## src/rtl/div_unit.sv

```systemverilog
// rtl/div_unit.sv - multi-cycle radix-2 restoring divider for DIV/DIVU (optional macro: DIV_EARLY_OUT_EN)
module div_unit #(
   parameter int DATA_W = 32
) (
   input  logic              clk,
   input  logic              reset,
   input  logic              es_valid,
   input  logic              es_div,
   input  logic              es_divu,
   input  logic [DATA_W-1:0] es_src1,
   input  logic [DATA_W-1:0] es_src2,
   input  logic              exc_flush,
   output logic              div_block,
   output logic              div_done,
   output logic [DATA_W-1:0] div_lo,
   output logic [DATA_W-1:0] div_hi
);

   localparam int CNT_W = $clog2(DATA_W) + 1;

   typedef enum logic [1:0] {IDLE, CALC, DONE} state_t;

   state_t            state_q, state_d;
   logic [CNT_W-1:0]  cnt_q, cnt_d;
   logic [DATA_W-1:0] rem_q, rem_d;
   logic [DATA_W-1:0] quo_q, quo_d;
   logic [DATA_W-1:0] dvs_q, dvs_d;
   logic [DATA_W-1:0] lo_q, lo_d;
   logic [DATA_W-1:0] hi_q, hi_d;
   logic              sgn_q, sgn_d;
   logic              qneg_q, qneg_d;
   logic              rneg_q, rneg_d;
   logic              dz_q, dz_d;

   logic              req;
   logic [DATA_W-1:0] abs1, abs2;
   logic [DATA_W:0]   rem_sh, diff;
   logic              ge;
   logic [DATA_W-1:0] rem_nx, quo_nx;
   logic [DATA_W-1:0] fin_lo, fin_hi;

   assign req = es_valid & (es_div | es_divu) & ~exc_flush;

   // Operand magnitudes: only a signed divide takes absolute values
   assign abs1 = (es_div & es_src1[DATA_W-1]) ? -es_src1 : es_src1;
   assign abs2 = (es_div & es_src2[DATA_W-1]) ? -es_src2 : es_src2;

   // One restoring step: the partial remainder stays below the divisor,
   // so the shifted value fits DATA_W+1 bits and the borrow is diff's MSB
   assign rem_sh = {rem_q, quo_q[DATA_W-1]};
   assign diff   = rem_sh - {1'b0, dvs_q};
   assign ge     = ~diff[DATA_W];
   assign rem_nx = ge ? diff[DATA_W-1:0] : rem_sh[DATA_W-1:0];
   assign quo_nx = {quo_q[DATA_W-2:0], ge};

   // Sign correction of the final step; divide by zero forces an all-ones
   // quotient, the remainder naturally ends up equal to the dividend
   assign fin_lo = dz_q ? '1 : ((sgn_q & qneg_q) ? -quo_nx : quo_nx);
   assign fin_hi = (sgn_q & rneg_q) ? -rem_nx : rem_nx;

   assign div_lo = lo_q;
   assign div_hi = hi_q;

   // Next-state, datapath updates and stall/done outputs
   always_comb begin
      state_d   = state_q;
      cnt_d     = cnt_q;
      rem_d     = rem_q;
      quo_d     = quo_q;
      dvs_d     = dvs_q;
      lo_d      = lo_q;
      hi_d      = hi_q;
      sgn_d     = sgn_q;
      qneg_d    = qneg_q;
      rneg_d    = rneg_q;
      dz_d      = dz_q;
      div_block = 1'b0;
      div_done  = 1'b0;
      case (state_q)
         IDLE: begin
            if (req) begin
               div_block = 1'b1;
               sgn_d     = es_div;
               qneg_d    = es_src1[DATA_W-1] ^ es_src2[DATA_W-1];
               rneg_d    = es_src1[DATA_W-1];
               dz_d      = (es_src2 == '0);
               quo_d     = abs1;
               dvs_d     = abs2;
               rem_d     = '0;
               cnt_d     = CNT_W'(DATA_W);
`ifdef DIV_EARLY_OUT_EN
               if (abs1 < abs2) begin
                  state_d = DONE;
                  lo_d    = '0;
                  hi_d    = es_src1;
               end else begin
                  state_d = CALC;
               end
`else
               state_d = CALC;
`endif
            end
         end
         CALC: begin
            div_block = 1'b1;
            rem_d     = rem_nx;
            quo_d     = quo_nx;
            cnt_d     = cnt_q - CNT_W'(1);
            if (cnt_q == CNT_W'(1)) begin
               state_d = DONE;
               lo_d    = fin_lo;
               hi_d    = fin_hi;
            end
         end
         DONE: begin
            div_done = 1'b1;
            state_d  = IDLE;
         end
         default: state_d = IDLE;
      endcase
      // A flush abandons the divide and leaves the visible results alone
      if (exc_flush) begin
         state_d   = IDLE;
         lo_d      = lo_q;
         hi_d      = hi_q;
         div_block = 1'b0;
         div_done  = 1'b0;
      end
      if (reset) begin
         div_block = 1'b0;
         div_done  = 1'b0;
      end
   end

   // State and datapath registers with synchronous reset
   always_ff @(posedge clk) begin
      if (reset) begin
         state_q <= IDLE;
         cnt_q   <= '0;
         rem_q   <= '0;
         quo_q   <= '0;
         dvs_q   <= '0;
         lo_q    <= '0;
         hi_q    <= '0;
         sgn_q   <= 1'b0;
         qneg_q  <= 1'b0;
         rneg_q  <= 1'b0;
         dz_q    <= 1'b0;
      end else begin
         state_q <= state_d;
         cnt_q   <= cnt_d;
         rem_q   <= rem_d;
         quo_q   <= quo_d;
         dvs_q   <= dvs_d;
         lo_q    <= lo_d;
         hi_q    <= hi_d;
         sgn_q   <= sgn_d;
         qneg_q  <= qneg_d;
         rneg_q  <= rneg_d;
         dz_q    <= dz_d;
      end
   end

endmodule

```

## config.mk

```make
export PLATFORM = sky130hd
export DESIGN_NAME = div_unit
export DESIGN_NICKNAME = d
export VERILOG_FILES = /design/src/rtl/div_unit.sv
export SDC_FILE = /design/constraint.sdc
export NUM_CORES = 1
export LEC_CHECK = 0
export CAP_MARGIN = 30
export CORE_ASPECT_RATIO = 1.25
export CORE_MARGIN = 2
export CORE_UTILIZATION = 55
export DETAILED_ROUTE_END_ITERATION = 12
export PLACE_DENSITY_LB_ADDON = 0.25
export RECOVER_POWER = 25
export REMOVE_ABC_BUFFERS = 1
export SYNTH_ARGS = -nofsm -noshare
export SYNTH_HDL_FRONTEND = slang
export SYNTH_SLANG_ARGS = --single-unit
```

## constraint.sdc

```tcl
create_clock -name clk -period 5.48 [get_ports clk]
set_input_delay 1.096 -clock clk [delete_from_list [all_inputs] [get_ports clk]]
set_output_delay 1.096 -clock clk [all_outputs]
set_load 0.02 [all_outputs]
```

==> results by group, run 1 <==
Timing
  • Period utilization: 0.8970
  • Pins Over Slew Limit: 0
  • Hold slack final: 0.4536 ns
  • RSZ-0062 raised after global routing: false
  • Worst rel slew slack: 0.2416
  • Setup TNS: 0 ns
  • Fmax: 203.4 MHz
  • Final-report hold violation count: 0
  • Setup ws final: 0.5646 ns
  • Final min period: 4.915 ns
  • Worst Tran Pin Value: 1.122 ns
  • Max Clock Skew: 0.01139 ns
  • Setup violations, final: 0

Synth
  • Post-Syn Area per Cell: 7.449 sq um
  • Seq cells post-synth: 172
  • Fraction of registers with async set or reset after synthesis: 0
  • Post-synth EDFFs: 0
  • Top cell type's share of synthesized area: 0.2900
  • Syn Inst Count: 1,594
  • Largest cells by area after synthesis: dfxtp_1 29%, nor2_1 6.4%, a21oi_1 5.3%, nand2_1 4.7%, xor2_1 4.3%
  • Area leader, netlist: dfxtp_1
  • Sequential fraction of the synthesis area: 0.2900
  • Most common cell in the netlist: nor2_1
  • Main synth FF type: dfxtp_1
  • Synth Cell Area: 11,870 sq um
  • Yosys cell types: 84
  • Warning count from the yosys run: 0
  • Commonest cells in the synthesized netlist: 203 x nor2_1, 172 x dfxtp_1, 149 x nand2_1, 125 x a21oi_1, 83 x clkbuf_1

Finish
  • Area growth syn-to-layout: 17.50%
  • Share of cells above drive strength 1: 0.05767
  • Post-Route Utilization: 0.6521
  • Diodes inserted: 0
  • Final instance area: 13,950 sq um
  • Number of fill cells: 1,895
  • Layout net count: 1,778

GRT
  • Busiest grt layer: met2
  • Initial antenna violation count: 0
  • First-pass GRT wire length: 60.78 mm
  • GR Util met3: 0.04878
  • Overall Global Routing Usage: 0.3340
  • Largest net degree at the start of global routing: 97
  • Vias in the first global route: 12,012
  • Aggregate global routing overflow: 0
  • Met1 Use GR: 0.3991
  • GRT met2 Usage: 0.5928

Placement
  • Worst slack at placement: 0.6711 ns
  • GP Congestion: 0.9728
  • Placed Area: 13,370 sq um
  • Final HPWL DP: 27.68 mm
  • PortBufs: 135

Worst setup path
  • Critical Path Max Stage Delay: 0.54 ns
  • Worst-path fanout max: 15
  • Reg2reg setup slack: 0.56 ns
  • Reg2reg start: quo_q[31]$_SDFFE_PP0P_
  • Cell count of the worst reg-to-reg path: 19
  • Critical Path End: div_hi[26]$_SDFFE_PP0P_
  • Critical path endpoint category: flip-flop
  • CP cell instances: inv_1, ha_1, fa_1, nand2b_1, a21oi_2, o211ai_2, a211oi_2, o21a_1, nor2_4, inv_2, o21ai_0, inv_1, ha_1, nand2_1, nand4b_1, a22oi_4, nand3_4, or4_1, a31oi_1
  • Worst EP required: 5.85 ns
  • Worst Setup SP: quo_q[31]$_SDFFE_PP0P_
  • Crit path DAT: 5.28 ns
  • Max stage delay cell, worst path: or4_1
  • Crit path kind: reg2reg
  • Reg-to-Reg End: div_hi[26]$_SDFFE_PP0P_
  • Crit start category: flip-flop

Detailed routing
  • TritonRoute pass-1 iters: 5
  • DRT iter0 DRCs: 982
  • Residual DRC: 0
  • Via count: 12,390
  • WL/cell: 19.55 um
  • Wirelength, routed: 38.33 mm
  • Vias per cell: 6.318
  • Post-route ant nets: 0

Pwr
  • Lkg Pwr: 5.231 nW
  • P per Cell Area: 237.7 nW/um^2
  • Max VDD drop: 0.0002028 V

Clock tree
  • Clock slew at reported path FFs: 0.08 ns
  • Post-CTS setup buffer count: 0
  • Htree depth: 4
  • Post-cts resize count: 0
  • Clock root buffer: clkbuf_16
  • Clock latency on the worst-skew pair: 0.44 ns
  • TritonCTS Sinks: 172
  • Total CTS buffers: 17
  • CTS Hold Bufs: 0
  • CTS Buffer Depth: 2
  • CTS tree: built

Die
  • Die Span Y: 168.3 um
  • Core area: 21,400 sq um
  • Starting density of the core: 0.5550
  • Floorplan row count: 60
  • Die area: 22,790 sq um
  • Ports: 136
  • Die Span X: 135.4 um

Worst hold path
  • Hold crit path type: reg2reg

Job
  • Max cap viols: 0

Run status
  • Status: completed
[worst min-delay path by stage]
| stage | end | slack [ns] | cells past startpoint | startpoint |
|---|---|---|---|---|
| detailed placement | div_hi[8]$_SDFFE_PP0P_ | 0.45 | 2 | div_hi[8]$_SDFFE_PP0P_ |
| global route | div_hi[11]$_SDFFE_PP0P_ | 0.47 | 2 | div_hi[11]$_SDFFE_PP0P_ |
| global placement | dvs_q[17]$_SDFFE_PP0P_ | 0.44 | 2 | dvs_q[17]$_SDFFE_PP0P_ |
| floorplan | dvs_q[17]$_SDFFE_PP0P_ | 0.43 | 2 | dvs_q[17]$_SDFFE_PP0P_ |
| finish | div_hi[8]$_SDFFE_PP0P_ | 0.45 | 2 | div_hi[8]$_SDFFE_PP0P_ |
| CTS | div_hi[8]$_SDFFE_PP0P_ | 0.46 | 2 | div_hi[8]$_SDFFE_PP0P_ |
[layout make-up]
cell class | count | area (sq um) | share of cell area
multi-input cells | 1256 | 7782 | 0.5578
clock inverters | 14 | 162.7 | 0.01166
well taps | 279 | 349.1 | 0.02502
inverters | 63 | 236.5 | 0.01695
clock buffers | 18 | 429.2 | 0.03076
repair buffers | 159 | 1549 | 0.1110
flip-flops and latches | 172 | 3443 | 0.2468
[critical path: cells and delay by family (launching register included)]
family | cells | cell delay, ns
and+or+nand+nor | 6 | 1.31
DFF | 1 | 0.38
AOI/OAI and AO/OA | 7 | 1.88
adders and majority gates | 3 | 0.87
buffers and inverters | 3 | 0.42
[stage by stage]
stage | total power (W) | std cells
2_1_floorplan | 0.001822 | 1491
3_3_place_gp | 0.002077 | 1928
3_5_place_dp | 0.002087 | 1929
4_1_cts | 0.003312 | 1961
5_1_grt | 0.003445 | 1961
6_report | 0.003317 | 1961
[placed cells by master (no fill, tap or decap), types with 6 or more instances in the layout]
| cell type | Yosys | routed |
|---|---|---|
| a211oi_1 | 45 | 45 |
| a21boi_0 | 7 | 7 |
| a21o_1 | 6 | 6 |
| a21oi_1 | 125 | 125 |
| a22oi_1 | 32 | 32 |
| a311oi_1 | 9 | 9 |
| a31oi_1 | 43 | 43 |
| and2_1 | 14 | 14 |
| and3_1 | 8 | 8 |
| buf_4 | 2 | 24 |
| clkbuf_16 | 0 | 17 |
| clkdlybuf4s50_1 | 0 | 76 |
| dfxtp_1 | 172 | 172 |
| dlygate4sd3_1 | 0 | 58 |
| ha_1 | 38 | 38 |
| inv_1 | 61 | 61 |
| mux2_2 | 6 | 6 |
| mux2i_1 | 18 | 18 |
| nand2_1 | 149 | 149 |
| nand2b_1 | 9 | 8 |
| nand3_1 | 39 | 39 |
| nand3b_1 | 11 | 11 |
| nand4_1 | 15 | 15 |
| nor2_1 | 203 | 202 |
| nor2b_1 | 7 | 6 |
| nor3_1 | 66 | 66 |
| nor4_1 | 19 | 19 |
| o211ai_1 | 13 | 13 |
| o21a_1 | 13 | 12 |
| o21ai_0 | 74 | 74 |
| o22ai_1 | 22 | 22 |
| o311ai_0 | 6 | 6 |
| o31ai_1 | 17 | 17 |
| o41ai_1 | 6 | 6 |
| or3_1 | 19 | 19 |
| or4_1 | 15 | 15 |
| xnor2_1 | 54 | 54 |
| xor2_1 | 58 | 58 |
[per-layer routing]
metal | wire, um | share of wire | vias up
met5 | 0 | 0 | -
met4 | 1321 | 0.034 | 0
met3 | 2596 | 0.068 | 88
met2 | 19150 | 0.50 | 521
met1 | 15260 | 0.40 | 5810
li1 | - | - | 5971
[state kept, by name (all words and copies together), names as in the netlist, 2 cells and up]
signal and cells:
rem_q 32, div_lo 32, quo_q 32, div_hi 32, dvs_q 32, state_q 2, cnt_q 6
[report_power, final]
group | leakage [nW] | switching [W] | internal (W)
registers | 1.39 | 0.0000309 | 0.00128
logic | 3.55 | 0.000487 | 0.000279
clock network | 0.289 | 0.000622 | 0.000617
total | 5.23 | 0.00114 | 0.00218
[cell families after synthesis]
logic type | share of synthesized area
xor+xnor | 0.08261
buf+inv | 0.05701
fa+ha+maj | 0.04173
simple gates | 0.2341
flops | 0.2900
mux | 0.02202
compound gates | 0.2725
No activity file was read; power rests on OpenSTA's default activity.
==> run 2: changes to the inputs <==
--- a/config.mk
+++ b/config.mk
@@ -6,9 +6,11 @@
 export NUM_CORES = 1
 export LEC_CHECK = 0
 export CAP_MARGIN = 30
+export CELL_PAD_IN_SITES_DETAIL_PLACEMENT = 0
+export CELL_PAD_IN_SITES_GLOBAL_PLACEMENT = 1
 export CORE_ASPECT_RATIO = 1.25
 export CORE_MARGIN = 2
-export CORE_UTILIZATION = 55
+export CORE_UTILIZATION = 45
 export DETAILED_ROUTE_END_ITERATION = 12
 export PLACE_DENSITY_LB_ADDON = 0.25
 export RECOVER_POWER = 25
==> constraint.sdc (replaced) <==
create_clock -name clk -period 6.36 [get_ports clk]
set_input_delay 1.272 -clock clk [delete_from_list [all_inputs] [get_ports clk]]
set_output_delay 1.272 -clock clk [all_outputs]
set_load 0.02 [all_outputs]
==> results by group, run 2 (same netlist as run 1, synthesis figures left out) <==
Timing
  • Setup violations, final: 0 (unchanged)
  • Period utilization: 0.8153
  • RSZ-0062 raised after global routing: false
  • Pins Over Slew Limit: 0 (unchanged)
  • Worst Tran Pin Value: 0.9723 ns (-0.1495 ns)
  • Hold slack final: 0.4478 ns (-0.005726 ns)
  • Setup TNS: 0 ns (unchanged)
  • Max Clock Skew: 0.008353 ns (-0.003032 ns)
  • Fmax: 192.8 MHz
  • Worst rel slew slack: 0.3518 (+0.1102)
  • Final min period: 5.186 ns
  • Final-report hold violation count: 0 (unchanged)

Clock tree
  • CTS Hold Bufs: 0 (unchanged)
  • Clock root buffer: clkbuf_16
  • Post-cts resize count: 0 (unchanged)
  • Clock slew at reported path FFs: 0.07 ns (about the same)
  • CTS tree: built
  • CTS Buffer Depth: 2 (unchanged)
  • TritonCTS Sinks: 172 (unchanged)
  • Total CTS buffers: 17 (unchanged)
  • Htree depth: 4 (unchanged)
  • Clock latency on the worst-skew pair: 0.44 ns (about the same)
  • Post-CTS setup buffer count: 0 (unchanged)

Die
  • Starting density of the core: 0.4565 (-0.09850)
  • Floorplan row count: 66 (+10%)
  • Ports: 136 (unchanged)
  • Core area: 26,010 sq um (+22%)
  • Die Span X: 149.3 um (+10%)
  • Die area: 27,710 sq um (+22%)
  • Die Span Y: 185.6 um (+10%)

Worst setup path
  • Worst-path fanout max: 34 (+19)
  • Max stage delay cell, worst path: nor4b_1
  • Cell count of the worst reg-to-reg path: 19 (unchanged)
  • Critical path endpoint category: primary output
  • Crit start category: primary input
  • Cell family with most CP delay: buffers and inverters
  • Reg2reg setup slack: 1.48 ns (+0.92 ns)
  • CP cell instances: clkdlybuf4s50_1, nor4b_1, o21a_4, nor2_2, buf_4, nor3_1, clkdlybuf4s50_1
  • Critical Path Max Stage Delay: 0.72 ns (+0.18 ns)
  • Crit path DAT: 3.91 ns (-1.37 ns)
  • Worst EP required: 5.09 ns (-0.76 ns)
  • WP buf/inv: 3 (unchanged)
  • Reg-to-Reg End: div_hi[26]$_SDFFE_PP0P_
  • Most common cell on crit path: clkdlybuf4s50_1
  • Crit path kind: in2out
  • Reg2reg start: quo_q[31]$_SDFFE_PP0P_

GRT
  • Vias in the first global route: 11,729 (-2.4%)
  • Aggregate global routing overflow: 0 (unchanged)
  • GR Util met3: 0.04338 (-0.005398)
  • Largest net degree at the start of global routing: 97 (unchanged)
  • First-pass GRT wire length: 61.60 mm (+1.4%)
  • Initial antenna violation count: 5 (+5)
  • Busiest grt layer: met2
  • GRT met2 Usage: 0.5075 (-0.08534)
  • Met1 Use GR: 0.3370 (-0.06210)
  • Overall Global Routing Usage: 0.2817 (-0.05230)

Worst hold path
  • Hold Path Stages: 2 (unchanged)
  • Hold Path End: div_hi[13]$_SDFFE_PP0P_
  • Hold_sp: div_hi[13]$_SDFFE_PP0P_
  • Hold crit path type: reg2reg

Pwr
  • Net Switching: 0.0009224 W (-19%)
  • Total Power: 0.002900 W (-13%)
  • P per Cell Area: 206.7 nW/um^2 (-13%)
  • Max VDD drop: 0.0001552 V (-23%)
  • Seq pwr share: 0.390 (-0.006)
  • Lkg Pwr: 5.207 nW (-0.46%)
  • Clock power share: 0.383 (+0.009)
  • Gate power share: 0.226 (-0.005)
  • Internal power: 0.001978 W (-9.2%)
  • Sw frac: 0.3181 (-0.02543)

Detailed routing
  • DRT iter0 DRCs: 817 (-17%)
  • WL/cell: 19.37 um (-0.90%)
  • Vias per cell: 5.993 (-5.1%)
  • Residual DRC: 0 (unchanged)
  • Post-route ant nets: 0 (unchanged)
  • TritonRoute pass-1 iters: 7 (+2)
  • Wirelength, routed: 39.13 mm (+2.1%)
  • Via count: 12,106 (-2.3%)

Finish
  • Commonest cells after routing, fill and taps aside: 202 x nor2_1, 172 x dfxtp_1, 149 x nand2_1
  • Post-Route Utilization: 0.5393 (-0.1128)
  • Area growth syn-to-layout: 18.15%
  • Share of cells above drive strength 1: 0.05599 (-0.001684)
  • Final instance area: 14,030 sq um (+0.55%)
  • Layout net count: 1,775 (-0.17%)
  • Commonest non-fill, non-tap cell in the layout: nor2_1

Placement
  • GP Congestion: 0.9013 (-7.3%)
  • PortBufs: 135 (unchanged)
  • Placed Area: 13,400 sq um (+0.27%)
  • Final HPWL DP: 28.17 mm (+1.8%)

Run status
  • Status: completed

Job
  • Max cap viols: 0 (unchanged)
## run 2: cell types whose count changed in the layout (fill, tap and decap cells not counted), sizes merged, moves of 2 or more
cell / delta
inv: -7
buf: -4
clkinvlp: +4
bufinv: +3
clkbuf: +2
clkinv: -2
## run 2: through the flow
stage	setup slack [ns]	instances
3_3_place_gp	1.206	1985
2_1_floorplan	-0.04652	1491
6_report	1.174	2020
3_5_place_dp	1.205	1986
5_1_grt	1.025	2019
4_1_cts	1.186	2018
## run 2: worst max path at each step
stage | from | end | slack, ns | cells past startpoint
floorplan | state_q[1]$_SDFFE_PP0P_ | div_hi[30]$_SDFFE_PP0P_ | -0.05 | 7
global placement | exc_flush | div_block | 1.21 | 7
detailed placement | exc_flush | div_block | 1.20 | 7
CTS | exc_flush | div_block | 1.19 | 7
global route | exc_flush | div_block | 1.02 | 7
finish | exc_flush | div_block | 1.17 | 7
## run 2: cell type report
class,instances,area [sq um]
timing repair buffer,156,1516
inverter,63,236.5
multi-input combinational,1256,7795
tap,340,425.4
clock inverter,12,162.7
sequential,172,3443
fill,2602,11980
clock buffer,20,446.7
antenna,1,2.502
## run 2: layer usage
metal | vias up | part of all wire
met1 | 5652 | 0.41
met2 | 415 | 0.50
met3 | 73 | 0.056
li1 | 5962 | -
met4 | 4 | 0.026
met5 | - | 0.00069
## run 2: power by group through the flow
stage | logic [W] | clock network, W | registers [W]
2_1_floorplan | 0.000421 | 0 | 0.00115
3_3_place_gp | 0.000640 | 0 | 0.00115
3_5_place_dp | 0.000645 | 0 | 0.00116
5_1_grt | 0.000719 | 0.00117 | 0.00114
6_report | 0.000656 | 0.00111 | 0.00113
4_1_cts | 0.000648 | 0.00112 | 0.00113
## run 2: tightest hold or removal path: cells and delay by family (launching register included)
kind	cells	cell delay (ns)
AOI/OAI and AO/OA	1	0.05
DFF	1	0.31
and+or+nand+nor	1	0.05
==> run 3: changes to the inputs <==
--- a/config.mk
+++ b/config.mk
@@ -10,7 +10,7 @@
 export CELL_PAD_IN_SITES_GLOBAL_PLACEMENT = 1
 export CORE_ASPECT_RATIO = 1.25
 export CORE_MARGIN = 2
-export CORE_UTILIZATION = 45
+export CORE_UTILIZATION = 38
 export DETAILED_ROUTE_END_ITERATION = 12
 export PLACE_DENSITY_LB_ADDON = 0.25
 export RECOVER_POWER = 25
==> constraint.sdc (replaced) <==
create_clock -name clk -period 4.77 [get_ports clk]
set_input_delay 0.954 -clock clk [delete_from_list [all_inputs] [get_ports clk]]
set_output_delay 0.954 -clock clk [all_outputs]
set_load 0.02 [all_outputs]
==> results by group, run 3 (same netlist as run 1, synthesis figures left out) <==
Detailed routing
  • Via count: 12,175 (+0.57%)
  • DRT iter0 DRCs: 632 (-23%)
  • WL/cell: 19.58 um (+1.1%)
  • Vias per cell: 5.789 (-3.4%)
  • Wirelength, routed: 41.17 mm (+5.2%)
  • TritonRoute pass-1 iters: 6 (-1)
  • Post-route ant nets: 0 (unchanged)
  • Residual DRC: 0 (unchanged)

Finish
  • Share of cells above drive strength 1: 0.06490 (+0.008911)
  • Final instance area: 14,210 sq um (+1.3%)
  • Area growth syn-to-layout: 19.64%
  • Commonest non-fill, non-tap cell in the layout: nor2_1
  • Post-Route Utilization: 0.4598 (-0.07955)
  • Final cell count without fillers: 2,103 (+4.1%)
  • Number of fill cells: 3,209 (+23%)
  • Layout net count: 1,791 (+0.90%)
  • Commonest cells after routing, fill and taps aside: 201 x nor2_1, 172 x dfxtp_1, 149 x nand2_1

Die
  • Die area: 32,690 sq um (+18%)
  • Die Span X: 162.1 um (+8.6%)
  • Die Span Y: 201.6 um (+8.6%)
  • Floorplan row count: 72 (+9.1%)
  • Starting density of the core: 0.3843 (-0.07220)
  • Core area: 30,900 sq um (+19%)
  • Ports: 136 (unchanged)

Worst setup path
  • Max stage delay cell, worst path: or4_1
  • Crit path kind: reg2reg
  • WP buf/inv: 3 (unchanged)
  • Worst-path fanout max: 10 (-71%)
  • Worst EP required: 5.14 ns (+0.05 ns)
  • Cell family with most CP delay: compound AO/OA/AOI/OAI gates
  • Critical Path Max Stage Delay: 0.53 ns (-0.19 ns)
  • Critical path endpoint category: flip-flop
  • Reg-to-Reg End: div_hi[26]$_SDFFE_PP0P_
  • CP cell instances: inv_1, ha_1, fa_1, nand2b_1, a21oi_4, o211ai_2, a211oi_4, o21a_1, nor2_4, inv_2, o21ai_0, inv_1, ha_1, and4_1, o21ai_0, a22oi_4, nand3_4, or4_1, a31oi_1
  • Critical Path Stages: 19 (+12)
  • Reg2reg setup slack: 0.33 ns (-1.15 ns)
  • Crit path DAT: 4.80 ns (+0.89 ns)
  • Reg2reg start: quo_q[31]$_SDFFE_PP0P_
  • Cell count of the worst reg-to-reg path: 19 (unchanged)
  • Crit start category: flip-flop

Clock tree
  • CTS tree: built
  • TritonCTS Sinks: 172 (unchanged)
  • Clock latency on the worst-skew pair: 0.45 ns (about the same)
  • Post-CTS setup buffer count: 0 (unchanged)
  • Htree depth: 4 (unchanged)
  • Clock root buffer: clkbuf_16
  • Clock slew at reported path FFs: 0.07 ns (about the same)
  • Total CTS buffers: 17 (unchanged)
  • CTS Buffer Depth: 2 (unchanged)

Worst hold path
  • Hold_sp: dvs_q[21]$_SDFFE_PP0P_
  • Hold crit path type: reg2reg
  • Hold Path Stages: 2 (unchanged)
  • Hold Path End: dvs_q[21]$_SDFFE_PP0P_

Timing
  • Max Clock Skew: 0.01179 ns (+0.003434 ns)
  • Final min period: 4.436 ns
  • Fmax: 225.4 MHz
  • Hold slack final: 0.4565 ns (+0.008702 ns)
  • Pins Over Slew Limit: 65 (+65)
  • Setup violations, final: 0 (unchanged)
  • Worst Tran Pin Value: 2.706 ns (+1.734 ns)
  • RSZ-0062 raised after global routing: false
  • Setup TNS: 0 ns (unchanged)
  • Final-report hold violation count: 0 (unchanged)
  • Period utilization: 0.9300
  • Worst rel slew slack: -0.8162 (-1.168)

GRT
  • First-pass GRT wire length: 64.61 mm (+4.9%)
  • Largest net degree at the start of global routing: 141 (+45%)
  • Vias in the first global route: 11,810 (+0.69%)
  • Initial antenna violation count: 5 (unchanged)
  • Aggregate global routing overflow: 0 (unchanged)
  • Overall Global Routing Usage: 0.2514 (-0.03029)

Placement
  • GP Congestion: 0.9170 (+1.7%)
  • PortBufs: 135 (unchanged)
  • DP Cell Count: 2,070 (+4.2%)
  • Final HPWL DP: 30.09 mm (+6.8%)
  • Placed Area: 13,630 sq um (+1.7%)

Pwr
  • Max VDD drop: 0.0001785 V (+15%)
  • P per Cell Area: 268.3 nW/um^2 (+30%)
  • Lkg Pwr: 5.273 nW (+1.3%)

Run status
  • Status: complete, but fails checks
  • Violated checks: capacitance limit, slew limit

Job
  • Max cap viols: 2 (+2)
run 3: per-stage QoR:
| stage | power (W) | worst slack [ns] |
|---|---|---|
| 2_1_floorplan | 0.002093 | -1.637 |
| 3_3_place_gp | 0.002426 | 0.4345 |
| 3_5_place_dp | 0.002429 | 0.3051 |
| 4_1_cts | 0.003835 | 0.2871 |
| 5_1_grt | 0.003987 | 0.01808 |
| 6_report | 0.003812 | 0.3341 |
run 3: layout make-up:
class	instances	area [sq um]	share of cell area
multi-input cells	1256	7796	0.5488
diodes	1	2.502	0.0001761
clock buffers	20	466.7	0.03285
repair buffers	172	1639	0.1154
inverters	63	236.5	0.01665
flip-flops and latches	172	3443	0.2424
well taps	407	509.2	0.03585
clock inverters	12	112.6	0.007927
run 3: power by group:
group	total [W]	internal (W)	leakage (nW)	switching, W
Sequential	0.00151	0.00147	1.39	0.0000349
Clock	0.00140	0.000766	0.288	0.000639
Combinational	0.000899	0.000335	3.59	0.000564
run 3: worst reg2reg max path, cell delays in order (launching register included):
cell	delay, ns
dfxtp_1	0.33
inv_1	0.05
ha_1	0.21
fa_1	0.40
nand2b_1	0.21
a21oi_4	0.23
o211ai_2	0.21
a211oi_4	0.32
o21a_1	0.22
nor2_4	0.06
inv_2	0.15
o21ai_0	0.14
inv_1	0.08
ha_1	0.23
and4_1	0.20
o21ai_0	0.16
a22oi_4	0.28
nand3_4	0.17
or4_1	0.54
a31oi_1	0.17
run 3: repair_timing:
action / CTS / global route
hold buffers: 0 / 0
resized for setup: 0 / 3
hold endpoints to repair: 0 / 0
setup endpoints to repair: 0 / 6
run 3: worst max-delay path by stage:
stage | endpoint | slack, ns | from
final | div_hi[26]$_SDFFE_PP0P_ | 0.33 | quo_q[31]$_SDFFE_PP0P_
after global routing | div_hi[26]$_SDFFE_PP0P_ | 0.02 | quo_q[31]$_SDFFE_PP0P_
after CTS | div_hi[26]$_SDFFE_PP0P_ | 0.29 | quo_q[31]$_SDFFE_PP0P_
after detailed placement | div_hi[26]$_SDFFE_PP0P_ | 0.31 | quo_q[31]$_SDFFE_PP0P_
after global placement | div_lo[28]$_SDFFE_PP0P_ | 0.43 | quo_q[31]$_SDFFE_PP0P_
after floorplan | div_hi[30]$_SDFFE_PP0P_ | -1.64 | state_q[1]$_SDFFE_PP0P_
run 3: per-layer routing:
metal,track usage,vias to the layer above,part of all wire
li1,-,5995,-
met1,0.2972,5768,0.42
met2,0.4470,329,0.50
met3,0.04247,79,0.041
met4,0.1040,4,0.035
met5,0,-,0.00078
